[config.mk]
export PLATFORM = sky130hd
export DESIGN_NAME = key_kick_gen
export DESIGN_NICKNAME = d
export VERILOG_FILES = /design/src/rtl/key_kick_gen.sv
export SDC_FILE = /design/constraint.sdc
export NUM_CORES = 1
export LEC_CHECK = 0
export ABC_CLOCK_PERIOD_IN_PS = 5700
export CORE_UTILIZATION = 40
export CTS_BUF_LIST = sky130_fd_sc_hd__clkbuf_8
export CTS_CLUSTER_SIZE = 28
export DETAILED_ROUTE_END_ITERATION = 12
export GPL_TIMING_DRIVEN = 1
export PLACE_DENSITY = 0.67
export REMOVE_ABC_BUFFERS = 1
export SETUP_SLACK_MARGIN = 0.5
export SLEW_MARGIN = 20
export SYNTH_ARGS = -nofsm -noshare
export SYNTH_HDL_FRONTEND = slang
export SYNTH_SLANG_ARGS = --single-unit
[constraint.sdc]
create_clock -name clk -period 5.7 [get_ports clk]
set_clock_uncertainty 0.15 [all_clocks]
set_input_delay 1.71 -clock clk [delete_from_list [all_inputs] [get_ports clk]]
set_output_delay 1.71 -clock clk [all_outputs]
set_load 0.005 [all_outputs]
[src/rtl/key_kick_gen.sv]
// key_kick_gen
//   Initiator side of the speaker watchdog link. Synchronizes and debounces a
//   raw key-valid level plus its 8-bit key code. On each accepted press, and
//   periodically while the key stays held, it emits a one-cycle kick. It also
//   keeps the accepted code on a stable data word.
//
// Ports
//   clk          system clock
//   RST          synchronous active-high reset
//   key_raw      asynchronous key-valid level from the keypad/scanner
//   key_code     asynchronous 8-bit code accompanying key_raw
//   kick         one-cycle pulse, drives the watchdog RST
//   data         last accepted key code, drives the watchdog Data
//   pressed      high while a debounced press is active
//   press_count  number of accepted presses (wraps at 16 bits)
module key_kick_gen #(
  parameter int unsigned DEBOUNCE_CYCLES = 500000,
  parameter int unsigned REPEAT_CYCLES   = 10000000,
  parameter int unsigned CNT_W           = 32
) (
  input  logic        clk,
  input  logic        RST,
  input  logic        key_raw,
  input  logic [7:0]  key_code,
  output logic        kick,
  output logic [7:0]  data,
  output logic        pressed,
  output logic [15:0] press_count
);

  typedef enum logic [1:0] {
    IDLE       = 2'd0,
    PRESS_DB   = 2'd1,
    HELD       = 2'd2,
    RELEASE_DB = 2'd3
  } state_t;

  localparam logic [CNT_W-1:0] DB_LIMIT = CNT_W'(DEBOUNCE_CYCLES);
  localparam bit               REP_EN   = (REPEAT_CYCLES != 0);
  // REPEAT_CYCLES-1 would underflow when repeat is disabled, so clamp it.
  localparam logic [CNT_W-1:0] REP_LAST = REP_EN ? CNT_W'(REPEAT_CYCLES - 1) : '0;

  logic        key_m, key_s;
  logic [7:0]  code_m, code_s;

  state_t           state, state_n;
  logic [7:0]       cand, cand_n;
  logic [CNT_W-1:0] db_cnt, db_cnt_n;
  logic [CNT_W-1:0] rep_cnt, rep_cnt_n;
  logic             kick_n;
  logic [7:0]       data_n;
  logic             pressed_n;
  logic [15:0]      press_count_n;

  // Counters saturate instead of wrapping.
  function automatic logic [CNT_W-1:0] sat_inc(input logic [CNT_W-1:0] v);
    return (&v) ? v : v + 1'b1;
  endfunction

  // Two-flop synchronizers. The code bus is sampled flop-by-flop like the
  // strobe; a code word caught mid-change is simply treated as an unstable
  // candidate by the debouncer, so no handshaking is needed.
  always_ff @(posedge clk) begin
    if (RST) begin
      key_m  <= 1'b0;
      key_s  <= 1'b0;
      code_m <= 8'h00;
      code_s <= 8'h00;
    end else begin
      key_m  <= key_raw;
      key_s  <= key_m;
      code_m <= key_code;
      code_s <= code_m;
    end
  end

  // State and output registers.
  always_ff @(posedge clk) begin
    if (RST) begin
      state       <= IDLE;
      cand        <= 8'h00;
      db_cnt      <= '0;
      rep_cnt     <= '0;
      kick        <= 1'b0;
      data        <= 8'h00;
      pressed     <= 1'b0;
      press_count <= 16'h0000;
    end else begin
      state       <= state_n;
      cand        <= cand_n;
      db_cnt      <= db_cnt_n;
      rep_cnt     <= rep_cnt_n;
      kick        <= kick_n;
      data        <= data_n;
      pressed     <= pressed_n;
      press_count <= press_count_n;
    end
  end

  // Next-state and next-output logic.
  always_comb begin
    state_n       = state;
    cand_n        = cand;
    db_cnt_n      = db_cnt;
    rep_cnt_n     = rep_cnt;
    kick_n        = 1'b0;
    data_n        = data;
    pressed_n     = pressed;
    press_count_n = press_count;

    unique case (state)
      IDLE: begin
        if (key_s) begin
          cand_n   = code_s;
          db_cnt_n = {{(CNT_W-1){1'b0}}, 1'b1};
          state_n  = PRESS_DB;
        end
      end

      PRESS_DB: begin
        if (!key_s) begin
          // An abandoned press, including a code change that never settled,
          // leaves no active press behind.
          pressed_n = 1'b0;
          state_n   = IDLE;
        end else if (code_s != cand) begin
          cand_n   = code_s;
          db_cnt_n = {{(CNT_W-1){1'b0}}, 1'b1};
        end else if (db_cnt == DB_LIMIT) begin
          kick_n        = 1'b1;
          data_n        = cand;
          pressed_n     = 1'b1;
          press_count_n = press_count + 16'd1;
          rep_cnt_n     = '0;
          state_n       = HELD;
        end else begin
          db_cnt_n = sat_inc(db_cnt);
        end
      end

      HELD: begin
        if (!key_s) begin
          db_cnt_n = {{(CNT_W-1){1'b0}}, 1'b1};
          state_n  = RELEASE_DB;
        end else if (code_s != data) begin
          cand_n   = code_s;
          db_cnt_n = {{(CNT_W-1){1'b0}}, 1'b1};
          state_n  = PRESS_DB;
        end else if (REP_EN && (rep_cnt == REP_LAST) && !kick) begin
          // The !kick guard keeps pulses apart even with a 1-cycle repeat.
          kick_n    = 1'b1;
          rep_cnt_n = '0;
        end else if (!(REP_EN && (rep_cnt == REP_LAST))) begin
          rep_cnt_n = sat_inc(rep_cnt);
        end
      end

      RELEASE_DB: begin
        if (key_s && (code_s == data)) begin
          rep_cnt_n = '0;
          state_n   = HELD;
        end else if (key_s) begin
          cand_n   = code_s;
          db_cnt_n = {{(CNT_W-1){1'b0}}, 1'b1};
          state_n  = PRESS_DB;
        end else if (db_cnt == DB_LIMIT) begin
          pressed_n = 1'b0;
          state_n   = IDLE;
        end else begin
          db_cnt_n = sat_inc(db_cnt);
        end
      end

      default: state_n = IDLE;
    endcase
  end

endmodule

==> results of run 1 <==
-- stage by stage --
stage	worst slack [ns]	std cells	util, %
4_1_cts	2.33	895	47.5
5_1_grt	2.02	895	47.5
2_1_floorplan	2.61	642	-
6_report	2.32	895	47.5
3_5_place_dp	2.34	863	44.8
3_3_place_gp	2.37	863	44.8
-- placed cells by master, fill, tap and decap left out, types with 5 or more instances in the layout --
cell type	instances
a21oi_1	44
a31oi_1	6
and2_1	7
and3_1	13
and4_1	9
buf_4	5
clkbuf_8	17
clkdlybuf4s50_1	35
dfxtp_1	118
ha_1	9
inv_1	16
inv_6	6
mux2i_1	16
nand2_1	38
nand3_1	31
nand4_1	33
nor2_1	85
nor2b_1	19
nor3_1	19
nor4_1	7
o211ai_1	5
o21ai_0	27
o31ai_1	5
or3_1	16
or4_1	8
xnor2_1	36
xor2_1	24
-- cell type report --
class                   instances  area (um^2)  area share [%]
flip-flops and latches        118         2360            35.5
well taps                     180          225            3.39
multi-input cells             509         3240            48.7
clock buffers                  17          234            3.52
clock inverters                15          143            2.15
inverters                      15         56.3           0.847
repair buffers                 41          393            5.91
-- how the worst max path moves through the flow --
stage | end | startpoint | slack [ns] | depth (start not counted)
floorplan | db_cnt[14] | state[0] | 2.61 | 8
global placement | rep_cnt[26] | RST | 2.37 | 6
detailed placement | rep_cnt[26] | RST | 2.34 | 5
CTS | rep_cnt[17] | rep_cnt[0] | 2.33 | 7
global route | rep_cnt[17] | rep_cnt[0] | 2.02 | 7
finish | rep_cnt[15] | rep_cnt[0] | 2.32 | 7
-- per-layer routing --
metal  wire length [um]  track usage (%)  vias up
met1               6020             23.5     2397
met4                241             7.85        0
met5                  0                0        -
met2               5990             29.8       84
li1                   -                -     2485
met3                457             4.45       20
-- cell families (layout without fill, tap and decap cells) --
logic type | count (synthesis) | after routing
compound gates | 115 | 115
xor+xnor | 60 | 60
fa+ha+maj | 9 | 9
buf+inv | 45 | 88
flops | 118 | 118
mux | 16 | 16
simple gates | 309 | 309
-- registers in the layout (all words and copies together) (netlist names) --
name,count
db_cnt,32
rep_cnt,32
press_count,16
cand,8
code_m,8
code_s,8
data,8
state,2
key_m,1
key_s,1
kick,1
pressed,1
-- power by group through the flow --
stage | registers [W] | logic [W] | clock network [W]
global route | 0.000850 | 0.000166 | 0.000792
floorplan | 0.000865 | 0.0000992 | 0
finish | 0.000848 | 0.000150 | 0.000730
global placement | 0.000866 | 0.000146 | 0
CTS | 0.000848 | 0.000151 | 0.000752
detailed placement | 0.000868 | 0.000150 | 0
==> metrics.md, run 1 <==
| Metric | Value |
|---|---|
| Largest family of logic cells by synthesized area | simple AND/OR/NAND/NOR gates |
| CP endpoint kind | flip-flop |
| Clock root buffer | clkbuf_8 |
| Die ar. | 14900 um^2 |
| Adder-Cell Fraction of Synth Area | 1.95% |
| Design Area, Final | 6650 um^2 |
| Max_cap viols | 0 |
| Final Hold Vio Count | 0 |
| Antenna-violating nets left | 0 |
| DRT Wirelength | 12.7 mm |
| Max Fanout on Critical Path | 19 |
| Clock Path Buffers | 2 |
| Final Hold Slack | 0.288 ns |
| Fin. max-slew vios | 0 |
| Tightest Pin Transition | 1.04 ns |
| Worst-path cell chain | ha_1 -> and4_1 -> nand3_1 -> o41ai_4 -> o21ai_2 -> or4_1 -> a21oi_1 |
| Part of the cycle the worst path needs | 59.3% |
| Critical Path Slowest Stage Cell | o41ai_4 |
| Hpwl dp | 8.73 mm |
| Sequential power share | 49.1% |
| # clock sinks | 118 |
| Fillers | 1363 |
| Hold-critical path endpoint | code_s[3] |
| Power, Total | 0.00173 W |
| Leakage Power | 2.20 nW |
| CP Buf/Inv Count | 0 |
| Most instantiated library cell after synthesis | dfxtp_1 |
| Hold path cells | 1 |
| Core region area | 14000 um^2 |
| Max Fclk | 0.296 GHz |
| Crit Reg-Reg Startpoint | rep_cnt[0] |
| Largest net degree at the start of global routing | 43 |
| Placed cell areas | 6270 um^2 |
| Tot GR Track Use | 18.5% |
| Sequential cell area fraction in the yosys report | 41.0% |
| CTS clock-pin slew for the worst setup and hold paths | 0.08 ns |
| Initial DRC Count | 315 |
| CTS buffer count | 17 |
| Net Sw Power | 0.000486 W |
| Post-Synth Simple-Gate Area | 29.2% |
| Cts repair resizes | 0 |
| Worst R2R End | rep_cnt[15] |
| Final setup fails | 0 |
| I/O Pins | 37 |
| Row cnt | 43 |
| Worst slew margin | 30.3% |
| Reg2reg path depth | 7 |
| H-Tree Level Count | 4 |
| Worst Path Arrival | 3.62 ns |
| Via Count | 4986 |
| Post-synth top area share | 41.0% |
| Start point of the worst hold path | code_m[3] |
| Synthesis-to-layout area growth | 15.3% |
| Clk_lat worst skew | 0.45 ns |
| Fin nets | 722 |
| WP data required | 5.94 ns |
| RSZ-0062 raised after global routing | no |
| Hold_buf cts | 0 |
| Most used DFF post-synth | dfxtp_1 |
| Synth Area in Compound Gates | 12.9% |
| Final RePlAce weighted congestion | 0.861 |
| Combinational power share | 8.7% |
| Clock power share | 42.2% |
| Drt drc | 0 |
| Fin Setup TNS | 0 ns |
| Synth area leader | dfxtp_1 |
| Final Critical Period | 3.38 ns |
| First-pass iteration count of the detailed router | 5 |
| List of most frequent post-synthesis cells | dfxtp_1, nor2_1, a21oi_1 |
| # diodes | 0 |
| Status | completed |
| Post-synthesis cell type count | 60 |
| Synth Area in XOR/XNOR | 9.11% |
| Crit path max-delay family | compound AO/OA/AOI/OAI gates |
| Yosys reg bits | 118 |
| First-pass GRT wire length | 22.0 mm |
| Cells after Synth | 672 |
| P_int | 0.00124 W |
| Port bufs | 36 |
| Pwr Density | 260 nW/um^2 |
| Vias in the first global route | 4760 |
| Initial antenna violation count | 0 |
| Synth area leaders | dfxtp_1, nor2_1, xnor2_1 |
| Hold Crit Class | reg2reg |
| Avg Inst Size Synth | 8.58 um^2 |
| Share of cells above drive strength 1 | 7.69% |
| CP max stage delay | 0.87 ns |
| Sw frac | 28.1% |
| Starting Density | 41.2% |
| GR Overflow Total | 0 |
| Postcts setup bufs | 0 |
| VDD IR-drop max | 0.000266 V |
| Synth warn | 0 |
| Avg WL per Cell | 14.2 um |
| Post-synth EDFFs | 0 |
| Chip width | 122 um |
| Vias per std cell | 5.57 |
| CTS tree | built |
| Critical path type | reg2reg |
| Asr flop ratio synth | 0% |
| Worst reg2reg setup slack | 2.32 ns |
| Post-synthesis mux area share | 2.78% |
| Syn Std Cell Area | 5770 um^2 |
| DIE HEIGHT | 122 um |
| Startpoint Class | flip-flop |
No activity file was read; power rests on OpenSTA's default activity.
==> run 2, diff against run 1 <==
- ABC_CLOCK_PERIOD_IN_PS: 5700 -> 3480
- clock period: 5.7 -> 3.48 ns (I/O delays scaled with it)
==> run 2 against run 1 <==
  * Cell count grew 0.89%
  * Count of clock-buffer cells in the layout grew 1
  * Design area grew 1.7%
  * Non-clock buffer count grew 8
  * Wire length grew 3.9%
  * Clock power grew 70%
  * Die area is the same
  * Sequential power grew 64%
  * Critical endpoint is now rep_cnt[25]
==> metrics.md, run 2 (same netlist as run 1, synthesis figures left out) <==
| Metric | Value |
|---|---|
| Worst Path Arrival | 3.03 ns |
| Most frequent cells in the layout | dfxtp_1, nor2_1, a21oi_1, nand2_1, xnor2_1 |
| Synthesis-to-layout area growth | 17.2% |
| Die ar. | 14900 um^2 |
| Max_cap viols | 0 |
| Clk_lat worst skew | 0.46 ns |
| Fin. max-slew vios | 0 |
| Clock Path Buffers | 2 |
| CTS clock-pin slew for the worst setup and hold paths | 0.09 ns |
| First-pass GRT wire length | 22.0 mm |
| Vias per std cell | 5.55 |
| # diodes | 0 |
| DRT Wirelength | 13.2 mm |
| Critical Path Slowest Stage Cell | dfxtp_1 |
| Fin Setup TNS | 0 ns |
| # clock sinks | 118 |
| PnR worst setup slack | 0.677 ns |
| Share of cells above drive strength 1 | 9.82% |
| RSZ-0062 raised after global routing | no |
| Worst slew margin | 57.8% |
| Antenna-violating nets left | 0 |
| VDD IR-drop max | 0.000324 V |
| Startpoint Class | flip-flop |
| Leakage Power | 2.25 nW |
| Initial DRC Count | 385 |
| Max Fclk | 0.357 GHz |
| Biggest regs | db_cnt: 32 flops, rep_cnt: 32 flops, press_count: 16 flops |
| Hpwl dp | 9.00 mm |
| CTS buffer count | 17 |
| Status | completed |
| Final setup fails | 0 |
| CP endpoint kind | flip-flop |
| Avg WL per Cell | 14.6 um |
| Fin nets | 730 |
| Pwr Density | 426 nW/um^2 |
| Final Critical Period | 2.80 ns |
| Post-Place Setup Slack | 0.276 ns |
| Chip width | 122 um |
| I/O Pins | 37 |
| Tightest Pin Transition | 0.630 ns |
| Clock root buffer | clkbuf_8 |
| CP max stage delay | 0.36 ns |
| Most common cell after layout, fill and taps aside | dfxtp_1 |
| Initial antenna violation count | 0 |
| Critical path type | reg2reg |
| Fillers | 1346 |
| Core region area | 14000 um^2 |
| Via Count | 5008 |
| DIE HEIGHT | 122 um |
| Part of the cycle the worst path needs | 80.6% |
| Worst-path cell chain | ha_1 -> and4_2 -> nand3_1 -> nor3_2 -> a41oi_2 -> buf_4 -> o2111ai_2 -> or3_1 -> a21oi_1 |
| Drt drc | 0 |
| Row cnt | 43 |
| Power, Total | 0.00288 W |
| CTS tree | built |
| Port bufs | 36 |
| Starting Density | 41.2% |
| Tot GR Track Use | 18.8% |
| Final Hold Vio Count | 0 |
| H-Tree Level Count | 4 |
| Final RePlAce weighted congestion | 0.861 |
| Max Fanout on Critical Path | 20 |
| WP data required | 3.71 ns |
| First-pass iteration count of the detailed router | 5 |
| Vias in the first global route | 4616 |
| Hold Crit Class | reg2reg |
| Largest net degree at the start of global routing | 33 |
| GR Overflow Total | 0 |
-- run 2: area by class of cell --
type	instances	area, um^2	area share (%)
Inverter	15	56.3	0.833
Timing Repair Buffer	49	453	6.70
Sequential cell	118	2360	34.9
Multi-Input combinational cell	509	3280	48.5
Tap cell	180	225	3.33
Clock inverter	14	141	2.09
Clock buffer	18	248	3.66
-- run 2: repair_timing --
action                     CTS  global route
setup endpoints to repair    6            43
resized for setup            1             8
buffers inserted             1             5
hold buffers                 0             0
pin swaps                    1             3
-- run 2: final timing paths --
kind               from          end  slack [ns]  depth (start not counted)
max          rep_cnt[0]  rep_cnt[25]        0.68                          9
max reg2reg  rep_cnt[0]  rep_cnt[25]        0.68                          9
min               key_m        key_s        0.29                          1
min reg2reg       key_m        key_s        0.29                          1
-- run 2: through the flow --
step / hold WS, ns / cell area [um^2] / instances / util (%)
after floorplan: 0.264 / 5650 / 642 / -
after global placement: 0.270 / 6290 / 865 / 44.9
after detailed placement: 0.270 / 6290 / 865 / 44.9
after CTS: 0.282 / 6690 / 898 / 47.8
after global routing: 0.307 / 6760 / 903 / 48.3
final: 0.285 / 6760 / 903 / 48.3
-- run 2: power by group --
group          internal, W  switching (W)  leakage (nW)
combinational    0.0000920       0.000163          1.10
clock             0.000602       0.000638         0.197
sequential         0.00137      0.0000184         0.955
-- run 2: routing by layer --
metal  part of all wire (%)  global-route usage [%]  vias to the layer above
met4                    2.3                    8.46                        0
li1                       -                       -                     2499
met2                     48                    30.0                      107
met5                      0                       0                        -
met1                     45                    23.2                     2380
met3                    4.4                    5.52                       22
-- run 2: critical path, delay by kind of cell (launching register included) --
kind,cells,cell delay [ns]
adder cells (fa/ha/maj),1,0.26
buffers and inverters,1,0.30
flip-flops,1,0.36
AO/OA/AOI/OAI,3,0.65
AND/OR/NAND/NOR,4,1.00
==> run 3, diff against run 2 <==
- ABC_CLOCK_PERIOD_IN_PS: 3480 -> 2600
- clock period: 3.48 -> 2.6 ns (I/O delays scaled with it)
==> run 3 against run 2 <==
  * The run now ends with setup timing left
  * Utilization increased by 16 points
  * Register-to-register slack got worse by 0.71 ns
  * Sequential cell count unchanged
  * Worst setup slack worse by 0.71 ns
  * Critical path type unchanged
  * Largest cell class unchanged
  * Largest power group unchanged
  * Highest routed layer unchanged
==> metrics.md, run 3 (same netlist as run 1, synthesis figures left out) <==
| Metric | Value |
|---|---|
| RSZ-0062 raised after global routing | yes |
| CP max stage delay | 0.38 ns |
| Crit path max-delay family | simple AND/OR/NAND/NOR gates |
| First-pass iteration count of the detailed router | 5 |
| VDD IR-drop max | 0.000388 V |
| Biggest regs | db_cnt: 32 flops, rep_cnt: 32 flops, press_count: 16 flops |
| Final cell count without fillers | 1037 |
| Worst reg2reg setup slack | -0.04 ns |
| Clk_lat worst skew | 0.45 ns |
| Critical Path Sink | press_count[12] |
| CP endpoint kind | flip-flop |
| First-pass GRT wire length | 26.8 mm |
| Final Hold Vio Count | 0 |
| Hpwl dp | 9.70 mm |
| Status | finished, violations left |
| Fin nets | 865 |
| Worst slew margin | 59.3% |
| Critical path depth in cells | 10 |
| CTS clock-pin slew for the worst setup and hold paths | 0.08 ns |
| Final Hold Slack | 0.287 ns |
| Power, Total | 0.00433 W |
| CP Buf/Inv Count | 2 |
| Final RePlAce weighted congestion | 0.879 |
| Die ar. | 14900 um^2 |
| Initial antenna violation count | 0 |
| DIE HEIGHT | 122 um |
| Core region area | 14000 um^2 |
| Clock root buffer | clkbuf_8 |
| Final setup fails | 5 |
| Part of the cycle the worst path needs | 101% |
| Final Critical Period | 2.64 ns |
| Max Fanout on Critical Path | 5 |
| Cell total after placement | 917 |
| Worst Path Arrival | 2.86 ns |
| Row cnt | 43 |
| Failing checks | setup timing |
| Startpoint Class | flip-flop |
| Largest net degree at the start of global routing | 55 |
| Vias per std cell | 5.81 |
| Crit Reg-Reg Startpoint | db_cnt[0] |
| Drt drc | 0 |
| Tightest Pin Transition | 0.606 ns |
| Initial DRC Count | 504 |
| Worst R2R End | press_count[12] |
| Share of cells above drive strength 1 | 45.0% |
| Reg2reg path depth | 10 |
| WP data required | 2.82 ns |
| # diodes | 0 |
| Tot GR Track Use | 22.8% |
| Pwr Density | 479 nW/um^2 |
| Fin. max-slew vios | 0 |
| DRT Wirelength | 18.6 mm |
| Critical Path Slowest Stage Cell | or3_4 |
| Avg WL per Cell | 17.9 um |
| Start point of the worst hold path | code_m[5] |
| # clock sinks | 118 |
| Crit path launch | db_cnt[0] |
| GR Overflow Total | 0 |
| CTS buffer count | 17 |
| Starting Density | 41.2% |
| Port bufs | 36 |
| Via Count | 6030 |
| CTS tree | built |
| Chip width | 122 um |
| Most common cell after layout, fill and taps aside | buf_4 |
| Worst-path cell chain | inv_2 -> ha_4 -> nor4b_4 -> nand4_2 -> buf_6 -> nor4_4 -> nand4_1 -> or3_4 -> or3_1 -> a21oi_2 |
| Max_cap viols | 0 |
| Antenna-violating nets left | 0 |
| PnR worst setup slack | -0.0377 ns |
| Hold_buf cts | 0 |
| Leakage Power | 3.38 nW |
| Max Fclk | 0.379 GHz |
| Vias in the first global route | 5595 |
| H-Tree Level Count | 4 |
| Synthesis-to-layout area growth | 56.7% |
| Most frequent cells in the layout | buf_4, dfxtp_1, nor2_1, dfxtp_2, nand4_1 |
| Clock Path Buffers | 2 |
| Hold Crit Class | reg2reg |
| Critical path type | reg2reg |
| I/O Pins | 37 |
-- run 3: cell types whose count changed in the layout (fill, tap and decap cells not counted), moves of 14 or more --
cell and change:
dfxtp_1 -47, clkdlybuf4s50_1 -26, buf_4 +92, dlygate4sd2_1 +24, nor2_4 +17, buf_6 +30
nor2_1 -27, a21oi_1 -14, o21ai_0 -14, xnor2_1 -14, dfxtp_2 +39, xnor2_2 +14
-- run 3: power breakdown --
| group | internal, W | total, W | switching [W] |
|---|---|---|---|
| sequential | 0.00183 | 0.00186 | 0.0000249 |
| combinational | 0.000396 | 0.000804 | 0.000408 |
| clock | 0.000854 | 0.00167 | 0.000813 |
-- run 3: per-layer routing --
layer  global-route usage, %  part of all wire, %  vias to the layer above
met5                       0                    0                        -
met4                    9.22                  2.6                        0
li1                        -                    -                     2774
met3                    4.87                  5.4                       53
met2                    39.5                   52                      269
met1                    27.2                   40                     2934
-- run 3: layout make-up --
cell class	count	area, um^2
inverter	15	58.8
tap	180	225
fill	1043	4950
clock buffer	17	234
timing repair buffer	183	1720
clock inverter	14	155
multi-input combinational	510	4210
sequential	118	2440
-- run 3: repair_timing --
action / CTS / global route
setup buffers: 52 / 29
setup endpoints to repair: 125 / 102
cloned: 4 / 4
pin swaps: 66 / 82
endpoints found under the hold margin: 0 / 0
resized for setup: 207 / 128
-- run 3: through the flow --
step                      instance area, um^2  setup TNS, ns  utilization, %  worst slack [ns]
after floorplan                          5650         -12.13               -            -0.486
after global placement                   6720              0            48.0            0.0534
after detailed placement                 6720         -0.471            48.0           -0.0911
after CTS                                8260              0            59.1            0.0966
after global routing                     9040          -2.23            64.6            -0.158
final                                    9040        -0.0970            64.6           -0.0377
-- run 3: worst min-delay path by stage --
stage,slack [ns],depth (start not counted),end
final,0.29,1,code_s[5]
after global routing,0.30,1,code_s[5]
after CTS,0.29,1,code_s[6]
after detailed placement,0.27,1,code_s[6]
after global placement,0.27,1,code_s[7]
after floorplan,0.26,1,code_s[0]
